$ cat src/rtl/if_stage_mo_pkg.sv
// Shared constants and helpers for the instruction fetch stage.
package if_stage_mo_pkg;

  localparam int          FS_TO_DS_BUS_WD  = 71;
  localparam logic [4:0]  EX_ADEL          = 5'h04;
  localparam logic [4:0]  EX_TLBL          = 5'h02;
  localparam logic [31:0] RESET_PC_DEFAULT = 32'hbfc00000;

  typedef logic [FS_TO_DS_BUS_WD-1:0] fs_bus_t;

  // Both fetch exceptions report the fetch pc as badvaddr, so the flag follows ex.
  function automatic fs_bus_t pack_fs_entry(input logic ex, input logic [4:0] exccode,
                                            input logic [31:0] inst, input logic [31:0] pc);
    return {ex, exccode, ex, inst, pc};
  endfunction

endpackage

$ cat src/rtl/if_stage_mo_if.sv
// Instruction SRAM-like bus between the fetch stage (master) and memory (slave).
// An address phase completes on a cycle with req && addrok; req and addr stay stable until then,
// and each accepted address returns exactly one dataok/rdata later, strictly in request order.
interface if_stage_mo_if;
  logic        req;
  logic        wr;
  logic [1:0]  size;
  logic [3:0]  wstrb;
  logic [31:0] addr;
  logic [31:0] wdata;
  logic        addrok;
  logic        dataok;
  logic [31:0] rdata;

  modport master (output req, wr, size, wstrb, addr, wdata,
                  input  addrok, dataok, rdata);
  modport slave  (input  req, wr, size, wstrb, addr, wdata,
                  output addrok, dataok, rdata);
endinterface

$ cat src/rtl/if_stage_mo_fifo.sv
// Small synchronous FIFO with a flush that empties it; used for in-flight tags and the result queue.
module if_fifo #(
  parameter int WIDTH = 32,
  parameter int DEPTH = 2
) (
  input  logic                     clk,
  input  logic                     reset,
  input  logic                     flush,
  input  logic                     push,
  input  logic [WIDTH-1:0]         push_data,
  input  logic                     pop,
  output logic [WIDTH-1:0]         head,
  output logic                     empty,
  output logic                     full,
  output logic [$clog2(DEPTH):0]   count
);
  localparam int CW = $clog2(DEPTH) + 1;
  localparam int PW = (DEPTH > 1) ? $clog2(DEPTH) : 1;

  logic [WIDTH-1:0] mem_q [DEPTH];
  logic [WIDTH-1:0] mem_d [DEPTH];
  logic [PW-1:0]    wptr_q, wptr_d, rptr_q, rptr_d;
  logic [CW-1:0]    count_q, count_d;
  logic             do_push, do_pop;

  function automatic logic [PW-1:0] next_ptr(input logic [PW-1:0] p);
    return (p == PW'(DEPTH - 1)) ? '0 : p + PW'(1);
  endfunction

  assign empty = (count_q == '0);
  assign full  = (count_q == CW'(DEPTH));
  assign count = count_q;
  assign head  = mem_q[rptr_q];

  always_comb begin
    mem_d   = mem_q;
    wptr_d  = wptr_q;
    rptr_d  = rptr_q;
    count_d = count_q;
    do_push = push & ~full;
    do_pop  = pop & ~empty;
    if (flush) begin
      wptr_d  = '0;
      rptr_d  = '0;
      count_d = '0;
    end else begin
      if (do_push) begin
        mem_d[wptr_q] = push_data;
        wptr_d        = next_ptr(wptr_q);
      end
      if (do_pop) rptr_d = next_ptr(rptr_q);
      count_d = count_q + CW'(do_push) - CW'(do_pop);
    end
  end

  always_ff @(posedge clk) begin
    if (reset) begin
      for (int i = 0; i < DEPTH; i++) mem_q[i] <= '0;
      wptr_q  <= '0;
      rptr_q  <= '0;
      count_q <= '0;
    end else begin
      mem_q   <= mem_d;
      wptr_q  <= wptr_d;
      rptr_q  <= rptr_d;
      count_q <= count_d;
    end
  end

endmodule

$ cat src/rtl/if_stage_mo.sv
// Instruction fetch stage with up to OUTSTANDING in-flight requests and an in-order result queue.
// Optional macro IF_TLB_EN adds mapped-address translation through the s0_* TLB search port.
module if_stage_mo
  import if_stage_mo_pkg::*;
#(
  parameter int          OUTSTANDING = 2,
  parameter logic [31:0] RESET_PC    = RESET_PC_DEFAULT
) (
  input  logic                       clk,
  input  logic                       reset,
  input  logic                       ds_allowin,
  input  logic                       redir_valid,
  input  logic [31:0]                redir_pc,
  input  logic                       ws_cancel,
  input  logic [31:0]                new_pc,
`ifdef IF_TLB_EN
  output logic [18:0]                s0_vpn2,
  output logic                       s0_odd_page,
  output logic [7:0]                 s0_asid,
  input  logic [7:0]                 entryhi_asid,
  input  logic                       s0_found,
  input  logic [19:0]                s0_pfn,
  input  logic                       s0_v,
`endif
  output logic                       fs_to_ds_valid,
  output logic [FS_TO_DS_BUS_WD-1:0] fs_to_ds_bus,
  if_stage_mo_if.master              inst_sram
);
  localparam int CW = $clog2(OUTSTANDING) + 1;

  logic [31:0]   fpc_q, fpc_d;
  logic [CW-1:0] discard_q, discard_d;
  logic          hold_q, hold_d;
  logic          stall_q, stall_d;

  logic          flush, q_pop, q_push, ex_push, can_issue, req, hs, dok, drop;
  logic [31:0]   flush_pc, fetch_addr;
  logic          fetch_ex;
  logic [4:0]    fetch_code;
  logic [CW:0]   occ;
  logic [CW-1:0] inflight_next;
  fs_bus_t       q_din, q_head;
  logic          q_empty, q_full;
  logic [CW-1:0] q_count;
  logic [31:0]   tag_pc;
  logic          tag_empty, tag_full;
  logic [CW-1:0] tag_count;
`ifdef IF_TLB_EN
  logic          mapped;
`endif

  if_fifo #(.WIDTH(32), .DEPTH(OUTSTANDING)) u_tag_fifo (
    .clk(clk), .reset(reset), .flush(1'b0),
    .push(hs), .push_data(fpc_q), .pop(dok),
    .head(tag_pc), .empty(tag_empty), .full(tag_full), .count(tag_count)
  );

  if_fifo #(.WIDTH(FS_TO_DS_BUS_WD), .DEPTH(OUTSTANDING)) u_result_q (
    .clk(clk), .reset(reset), .flush(flush),
    .push(q_push), .push_data(q_din), .pop(q_pop),
    .head(q_head), .empty(q_empty), .full(q_full), .count(q_count)
  );

  always_comb begin
    flush      = ws_cancel | redir_valid;
    flush_pc   = ws_cancel ? new_pc : redir_pc;
    q_pop      = ~q_empty & ds_allowin;
    fetch_ex   = 1'b0;
    fetch_code = '0;
    fetch_addr = fpc_q;
`ifdef IF_TLB_EN
    mapped = (fpc_q[31:30] != 2'b10);
    if (mapped) fetch_addr = {s0_pfn, fpc_q[11:0]};
    if (fpc_q[1:0] != 2'b00) begin
      fetch_ex   = 1'b1;
      fetch_code = EX_ADEL;
    end else if (mapped && (!s0_found || !s0_v)) begin
      fetch_ex   = 1'b1;
      fetch_code = EX_TLBL;
    end
`else
    if (fpc_q[1:0] != 2'b00) begin
      fetch_ex   = 1'b1;
      fetch_code = EX_ADEL;
    end
`endif
    // A queue entry leaving this cycle frees its slot immediately, giving one fetch per cycle.
    occ       = {1'b0, tag_count} + {1'b0, q_count} - (CW+1)'(q_pop);
    can_issue = ~stall_q & ~fetch_ex & ~tag_full & (occ < (CW+1)'(OUTSTANDING));
    req       = ~reset & (hold_q | can_issue);
    hs        = req & inst_sram.addrok;
    dok       = inst_sram.dataok & ~tag_empty;
    drop      = (discard_q != '0);
    ex_push   = fetch_ex & ~stall_q & ~hold_q & tag_empty & ~q_full;
    q_push    = ~flush & ((dok & ~drop) | ex_push);
    q_din     = dok ? pack_fs_entry(1'b0, 5'd0, inst_sram.rdata, tag_pc)
                    : pack_fs_entry(1'b1, fetch_code, 32'd0, fpc_q);
    inflight_next = tag_count + CW'(hs) - CW'(dok);

    fpc_d     = fpc_q;
    discard_d = discard_q;
    hold_d    = req & ~inst_sram.addrok;
    stall_d   = stall_q | ex_push;
    if (hs) fpc_d = fpc_q + 32'd4;
    if (dok && drop) discard_d = discard_q - CW'(1);
    // Everything still outstanding after this cycle, including a request accepted now, is stale.
    if (flush) begin
      fpc_d     = flush_pc;
      discard_d = inflight_next;
      hold_d    = 1'b0;
      stall_d   = 1'b0;
    end
  end

  always_ff @(posedge clk) begin
    if (reset) begin
      fpc_q     <= RESET_PC;
      discard_q <= '0;
      hold_q    <= 1'b0;
      stall_q   <= 1'b0;
    end else begin
      fpc_q     <= fpc_d;
      discard_q <= discard_d;
      hold_q    <= hold_d;
      stall_q   <= stall_d;
    end
  end

  assign inst_sram.req   = req;
  assign inst_sram.addr  = fetch_addr;
  assign inst_sram.wr    = 1'b0;
  assign inst_sram.size  = 2'd2;
  assign inst_sram.wstrb = 4'd0;
  assign inst_sram.wdata = 32'd0;

  assign fs_to_ds_valid = ~q_empty;
  assign fs_to_ds_bus   = q_empty ? '0 : q_head;

`ifdef IF_TLB_EN
  assign s0_vpn2     = fpc_q[31:13];
  assign s0_odd_page = fpc_q[12];
  assign s0_asid     = entryhi_asid;
`endif

  a_no_orphan_dataok: assert property (@(posedge clk) disable iff (reset)
    !(inst_sram.dataok && tag_empty));

endmodule
$ cat src/flat_wrapper.sv
// flat-port wrapper written by rule: the top's interface ports become plain ports
module if_stage_mo_flat import if_stage_mo_pkg::*;
#(
  parameter int          OUTSTANDING = 2,
  parameter logic [31:0] RESET_PC    = RESET_PC_DEFAULT
)
  (clk, reset, ds_allowin, redir_valid, redir_pc, ws_cancel, new_pc, fs_to_ds_valid, fs_to_ds_bus, inst_sram_req, inst_sram_wr, inst_sram_size, inst_sram_wstrb, inst_sram_addr, inst_sram_wdata, inst_sram_addrok, inst_sram_dataok, inst_sram_rdata);
  if_stage_mo_if inst_sram_i ();
  input  logic clk;
  input  logic reset;
  input  logic ds_allowin;
  input  logic redir_valid;
  input  logic [31:0] redir_pc;
  input  logic ws_cancel;
  input  logic [31:0] new_pc;
  output logic fs_to_ds_valid;
  output logic [FS_TO_DS_BUS_WD-1:0] fs_to_ds_bus;
  output wire logic [$bits(inst_sram_i.req)-1:0] inst_sram_req;
  output wire logic [$bits(inst_sram_i.wr)-1:0] inst_sram_wr;
  output wire logic [$bits(inst_sram_i.size)-1:0] inst_sram_size;
  output wire logic [$bits(inst_sram_i.wstrb)-1:0] inst_sram_wstrb;
  output wire logic [$bits(inst_sram_i.addr)-1:0] inst_sram_addr;
  output wire logic [$bits(inst_sram_i.wdata)-1:0] inst_sram_wdata;
  input wire logic [$bits(inst_sram_i.addrok)-1:0] inst_sram_addrok;
  input wire logic [$bits(inst_sram_i.dataok)-1:0] inst_sram_dataok;
  input wire logic [$bits(inst_sram_i.rdata)-1:0] inst_sram_rdata;
  assign inst_sram_req = inst_sram_i.req;
  assign inst_sram_wr = inst_sram_i.wr;
  assign inst_sram_size = inst_sram_i.size;
  assign inst_sram_wstrb = inst_sram_i.wstrb;
  assign inst_sram_addr = inst_sram_i.addr;
  assign inst_sram_wdata = inst_sram_i.wdata;
  assign inst_sram_i.addrok = inst_sram_addrok;
  assign inst_sram_i.dataok = inst_sram_dataok;
  assign inst_sram_i.rdata = inst_sram_rdata;
  if_stage_mo #(.OUTSTANDING(OUTSTANDING), .RESET_PC(RESET_PC)) u_core (.clk(clk), .reset(reset), .ds_allowin(ds_allowin), .redir_valid(redir_valid), .redir_pc(redir_pc), .ws_cancel(ws_cancel), .new_pc(new_pc), .fs_to_ds_valid(fs_to_ds_valid), .fs_to_ds_bus(fs_to_ds_bus), .inst_sram(inst_sram_i));
endmodule
$ cat config.mk
export PLATFORM = sky130hd
export DESIGN_NAME = if_stage_mo_flat
export DESIGN_NICKNAME = d
export VERILOG_FILES = /design/src/rtl/if_stage_mo_pkg.sv /design/src/rtl/if_stage_mo_if.sv /design/src/rtl/if_stage_mo_fifo.sv /design/src/rtl/if_stage_mo.sv /design/src/flat_wrapper.sv
export SDC_FILE = /design/constraint.sdc
export NUM_CORES = 1
export LEC_CHECK = 0
export ABC_CLOCK_PERIOD_IN_PS = 3200
export BUFFER_PORTS_ARGS = -buffer_cell sky130_fd_sc_hd__buf_4
export CAP_MARGIN = 20
export CORE_UTILIZATION = 50
export CTS_BUF_LIST = sky130_fd_sc_hd__clkbuf_16
export DETAILED_ROUTE_END_ITERATION = 12
export HOLD_SLACK_MARGIN = 0.03
export PLACE_DENSITY_LB_ADDON = 0.2
export SETUP_SLACK_MARGIN = 0.02
export SLEW_MARGIN = 20
export SYNTH_ARGS = -nofsm -noshare
export SYNTH_HDL_FRONTEND = slang
export SYNTH_SLANG_ARGS = --single-unit
export TNS_END_PERCENT = 30
$ cat constraint.sdc
create_clock -name clk -period 3.2 [get_ports clk]
set_clock_uncertainty 0.05 [all_clocks]
set_input_delay 0.48 -clock clk [delete_from_list [all_inputs] [get_ports clk]]
set_output_delay 0.48 -clock clk [all_outputs]
set_load 0.05 [all_outputs]
==> impl_results.md <==
* Number of cells produced by synthesis at 1514
* Setup_tns at -123.2 ps
* Top_reg_cell synth: sky130_fd_sc_hd__dfxtp_1
* Worst supply voltage drop on vdd at 0.0003099 V
* Number of sinks driven by the clock tree at 240
* DRT Pass-1 Iters at 5
* Crit Reg-Reg Startpoint: u_core.u_result_q.count[1]$_SDFF_PP0_
* Type of destination of the critical path: output port
* Highest clock rate at 306.9 MHz
* Hold Path Class: primary input to flip-flop
* Critical R2R Capture: u_core.u_tag_fifo.mem_q[53]$_SDFFE_PP0P_
* CP dominant cell by count: sky130_fd_sc_hd__nor2_4
* Die height at 153.7 µm
* Number of max-cap violations at 0
* Antenna Diode Count at 0
* Global-route track usage on met3 at under 10%
* Actual slew at the worst max-slew pin at 1086 ps
* Cell-by-cell listing of the critical path: nor2_4 -> inv_4 -> and2_4 -> ha_4 -> nand2b_4 -> fa_2 -> nor2b_4 -> a41oi_4 -> buf_6 -> nor2_4 -> buf_8
* Leak Pwr at 0.005190 µW
* Floorplan die area at 0.02363 mm²
* Cell-internal power at 5504 µW
* Via count of the first global-routing pass at 10040
* Synth-to-Final Area Change at 24.51%
* Vias/cell at 5.451
* Clock input transition at the sequential cells of the worst setup and hold paths at 60 ps
* Most numerous cell types in the synthesized netlist: sky130_fd_sc_hd__nand2_1 (385), sky130_fd_sc_hd__dfxtp_1 (240), sky130_fd_sc_hd__a21oi_1 (214), sky130_fd_sc_hd__nor2_1 (108), sky130_fd_sc_hd__mux2i_1 (104)
* Number of violations reported at the end of detailed-routing iteration 0 at 650
* Warnings, synthesis at 0
* Largest cells by area after synthesis: sky130_fd_sc_hd__dfxtp_1 (42%), sky130_fd_sc_hd__nand2_1 (13%), sky130_fd_sc_hd__a21oi_1 (9.3%)
* Count of vias placed by the detailed router at 10820
* Worst-case register-to-register setup slack at -20 ps
* Async SR Flop Fraction at 0%
* Violated checks: negative setup slack
* Count of final setup violators at 9
* Largest net degree at the start of global routing at 102
* WP depth at 11
* Buffering stage count on the worst path with inverters included at 3
* Top Family by Delay on Critical Path: adder cells
* First-pass GRT wire length at 50870 µm
* Number of port buffers at 203
* Number of antenna-violating nets in the routed design at 0
* IO Pins at 247
* PD cells at 556.7 mW/mm²
* Level count of the clock H-tree at 1
* Top fanout value on the critical path at 2
* Initial antenna violation count at 0
* Most common cell in the synthesized netlist: sky130_fd_sc_hd__nand2_1
* Placer's final routability congestion estimate at 0.8594
* Unique cell type count in the Yosys netlist at 63
* Logic pwr share at a little over a fifth
* Flop and latch count out of synthesis at 240
* Post-Place Cells at 1927
* Net count reported at finish at around 1800
* Buffer type at the clock tree root: sky130_fd_sc_hd__clkbuf_16
* Power Total at 7976 µW
* Minimum setup slack in the final design at -58.52 ps
* Crit path kind: flip-flop to output port
* Number of buffers created by CTS at 26
* Standard cell with the maximum stage delay on the critical path: sky130_fd_sc_hd__fa_2
* Switching power summed over all nets at roughly 2500 µW
* Part of the total power dissipated in sequential elements at 41.3%
* Layout cells sized above 1 at 20.41%
* Per-instance average area after synthesis at about 7.6 µm²
* TritonCTS clock tree: done
* Slew HR at between 20 and 30%
* Met1 demand-to-capacity share in global routing at a little over a third
* Switching portion of total power at 30.99%
* Min-Delay Path Depth at 3
* Data arrival time of the worst path at 2730 ps
* Global-route met2 utilization at 44.22%
* Post-synthesis cell type with the largest combined area: sky130_fd_sc_hd__dfxtp_1
* Start point of the worst min-delay path: new_pc[24]
* Worst Hold Endpoint: u_core.inst_sram.addr[24]$_SDFFE_PP1P_
* Initial Utilization at just over 50%
* Core footprint at 0.02257 mm²
* Clock latency reported for the late side of the worst-skew pair at between 500 and 600 ps
* Count of non-filler cells in the finished layout at 1985
* Most heavily used metal layer in global routing: met2
* Top cell type's share of synthesized area at between 40% and 50%
* Ratio of final minimum period to clock period at 101.8%
* Part of the power in the clock network at 37.3%
* Part of the Yosys area used for sequential elements at 41.75%
* Crit path launch type: flip-flop
* Final routed DRC violation total at 0
* Total routing resource utilization after global routing at a little over a quarter
* Die boundary width at 153.7 µm
* Unrepaired setup endpoints after global routing: true
* Min Tclk post-route at 3259 ps
* Standard-cell rows at 55
* Path depth of the worst reg2reg path at 17
* Slew Viols, Final at 0
* DP HPWL at ~21000 µm
* Clock buffer depth at 3
* Critical path required time at 2670 ps
* Netlist Area Pre-Place at 0.01151 mm²
* Result of the run: finished, violations left
* Number of buffers added to fix hold violations after cts at 0
* Total congestion overflow after global routing at 0
* Maximum cell stage delay along the critical path at 510 ps
* Average wire per standard cell at 16.17 µm
* Count of flip-flops with a built-in enable after synthesis at 0
* Count of endpoints failing hold in the final timing report at 0
* Total wire length after detailed routing at 32100 µm
metrics by stage:
stage / utilization [%] / setup slack (ps) / cell area [µm²] / hold WS [ps]
floorplan: - / -76.27 / 11770 / 385.7
finish: 63.48 / -58.52 / 14330 / 122.2
CTS: 63.04 / -93.61 / 14230 / 109.3
global route: 63.48 / -128.5 / 14330 / 130.6
detailed placement: 59.01 / -179.6 / 13320 / 396.1
global placement: 59.01 / -98.31 / 13320 / 391.0
worst max-delay path by stage:
stage	from	to	slack [ps]
after floorplan	u_core.u_result_q.count[0]$_SDFF_PP0_	u_core.discard_q[1]$_SDFFE_PP0P_	-80
after global placement	ds_allowin	u_core.inst_sram.addr[21]$_SDFFE_PP0P_	-100
after detailed placement	ds_allowin	u_core.inst_sram.addr[13]$_SDFFE_PP0P_	-180
after CTS	u_core.u_result_q.count[0]$_SDFF_PP0_	inst_sram_req	-90
after global routing	u_core.u_result_q.count[1]$_SDFF_PP0_	inst_sram_req	-130
final	u_core.u_result_q.count[1]$_SDFF_PP0_	inst_sram_req	-60
tightest hold or removal path: stages:
cell and delay, ps:
sky130_fd_sc_hd__buf_4 80, sky130_fd_sc_hd__a21oi_1 50, sky130_fd_sc_hd__o21ai_0 60
flip-flops by register name, indices dropped and copies added, names as in the netlist, 2 cells and up:
register	cells
u_core.u_result_q.mem_q	132
u_core.u_tag_fifo.count	2
u_core.u_tag_fifo.mem_q	64
u_core.u_result_q.count	2
u_core.discard_q	2
u_core.inst_sram.addr	32
cell type report:
class	instances	area [µm²]
Inverter	17	68.82
Clock inverter	21	167.7
Clock buffer	27	675.6
Fill cell	2011	8244
Multi-Input combinational cell	1128	6140
Timing Repair Buffer	267	2105
Tap cell	285	356.6
Sequential cell	240	4815
power groups by stage:
stage / sequential (µW) / clock, µW / combinational [µW]
2_1_floorplan: 3380 / 0 / 1080
3_3_place_gp: 3350 / 0 / 1580
3_5_place_dp: 3350 / 0 / 1600
4_1_cts: 3280 / 3010 / 1660
5_1_grt: 3300 / 3130 / 1850
6_report: 3290 / 2970 / 1710
placed cells by master (no fill, tap or decap), types with 3 or more instances in the layout:
cell type / count
sky130_fd_sc_hd__nor4_1: 5
sky130_fd_sc_hd__or2_2: 3
sky130_fd_sc_hd__inv_1: 21
sky130_fd_sc_hd__ha_1: 5
sky130_fd_sc_hd__nor3_1: 12
sky130_fd_sc_hd__o22ai_1: 8
sky130_fd_sc_hd__nor2b_1: 5
sky130_fd_sc_hd__nor2_1: 104
sky130_fd_sc_hd__dfxtp_1: 236
sky130_fd_sc_hd__buf_4: 252
sky130_fd_sc_hd__nor2_4: 5
sky130_fd_sc_hd__bufinv_16: 3
sky130_fd_sc_hd__buf_12: 6
sky130_fd_sc_hd__xor2_1: 6
sky130_fd_sc_hd__a21oi_1: 212
sky130_fd_sc_hd__o21ai_0: 46
sky130_fd_sc_hd__xnor2_1: 22
sky130_fd_sc_hd__and3_1: 3
sky130_fd_sc_hd__clkinv_2: 4
sky130_fd_sc_hd__a221oi_1: 4
sky130_fd_sc_hd__ha_4: 3
sky130_fd_sc_hd__a211oi_1: 9
sky130_fd_sc_hd__nand2_1: 384
sky130_fd_sc_hd__mux2i_1: 104
sky130_fd_sc_hd__clkinv_1: 5
sky130_fd_sc_hd__conb_1: 43
sky130_fd_sc_hd__nand3_1: 78
sky130_fd_sc_hd__nand4_1: 5
sky130_fd_sc_hd__clkbuf_16: 27
sky130_fd_sc_hd__a32oi_1: 3
sky130_fd_sc_hd__buf_6: 6
layer usage:
layer | vias up | share of wire [%]
met2 | 336 | 48
met5 | - | 0
met4 | 0 | 1.3
met3 | 35 | 5.6
li1 | 5334 | -
met1 | 5116 | 45
timing repair:
item | 4_1_cts | 5_1_grt
setup endpoints to repair | 6 | 64
setup buffers | 4 | 4
gates resized for setup | 7 | 14
pin swaps | 3 | 5
gates cloned | 0 | 2
kinds of logic (layout without fill, tap and decap cells):
group / count (synthesis) / in the layout / synth area share [%]
multiplexers: 105 / 105 / 9.144
AO/OA/AOI/OAI: 313 / 313 / 14.97
adder cells (fa/ha/maj): 10 / 10 / 1.153
buffers and inverters: 187 / 332 / 7.807
other: 2 / 43 / 0.06526
XOR/XNOR: 30 / 30 / 2.283
flip-flops: 240 / 240 / 41.75
AND/OR/NAND/NOR: 627 / 627 / 22.82
Note: power is estimated with default switching activity, not from simulation.
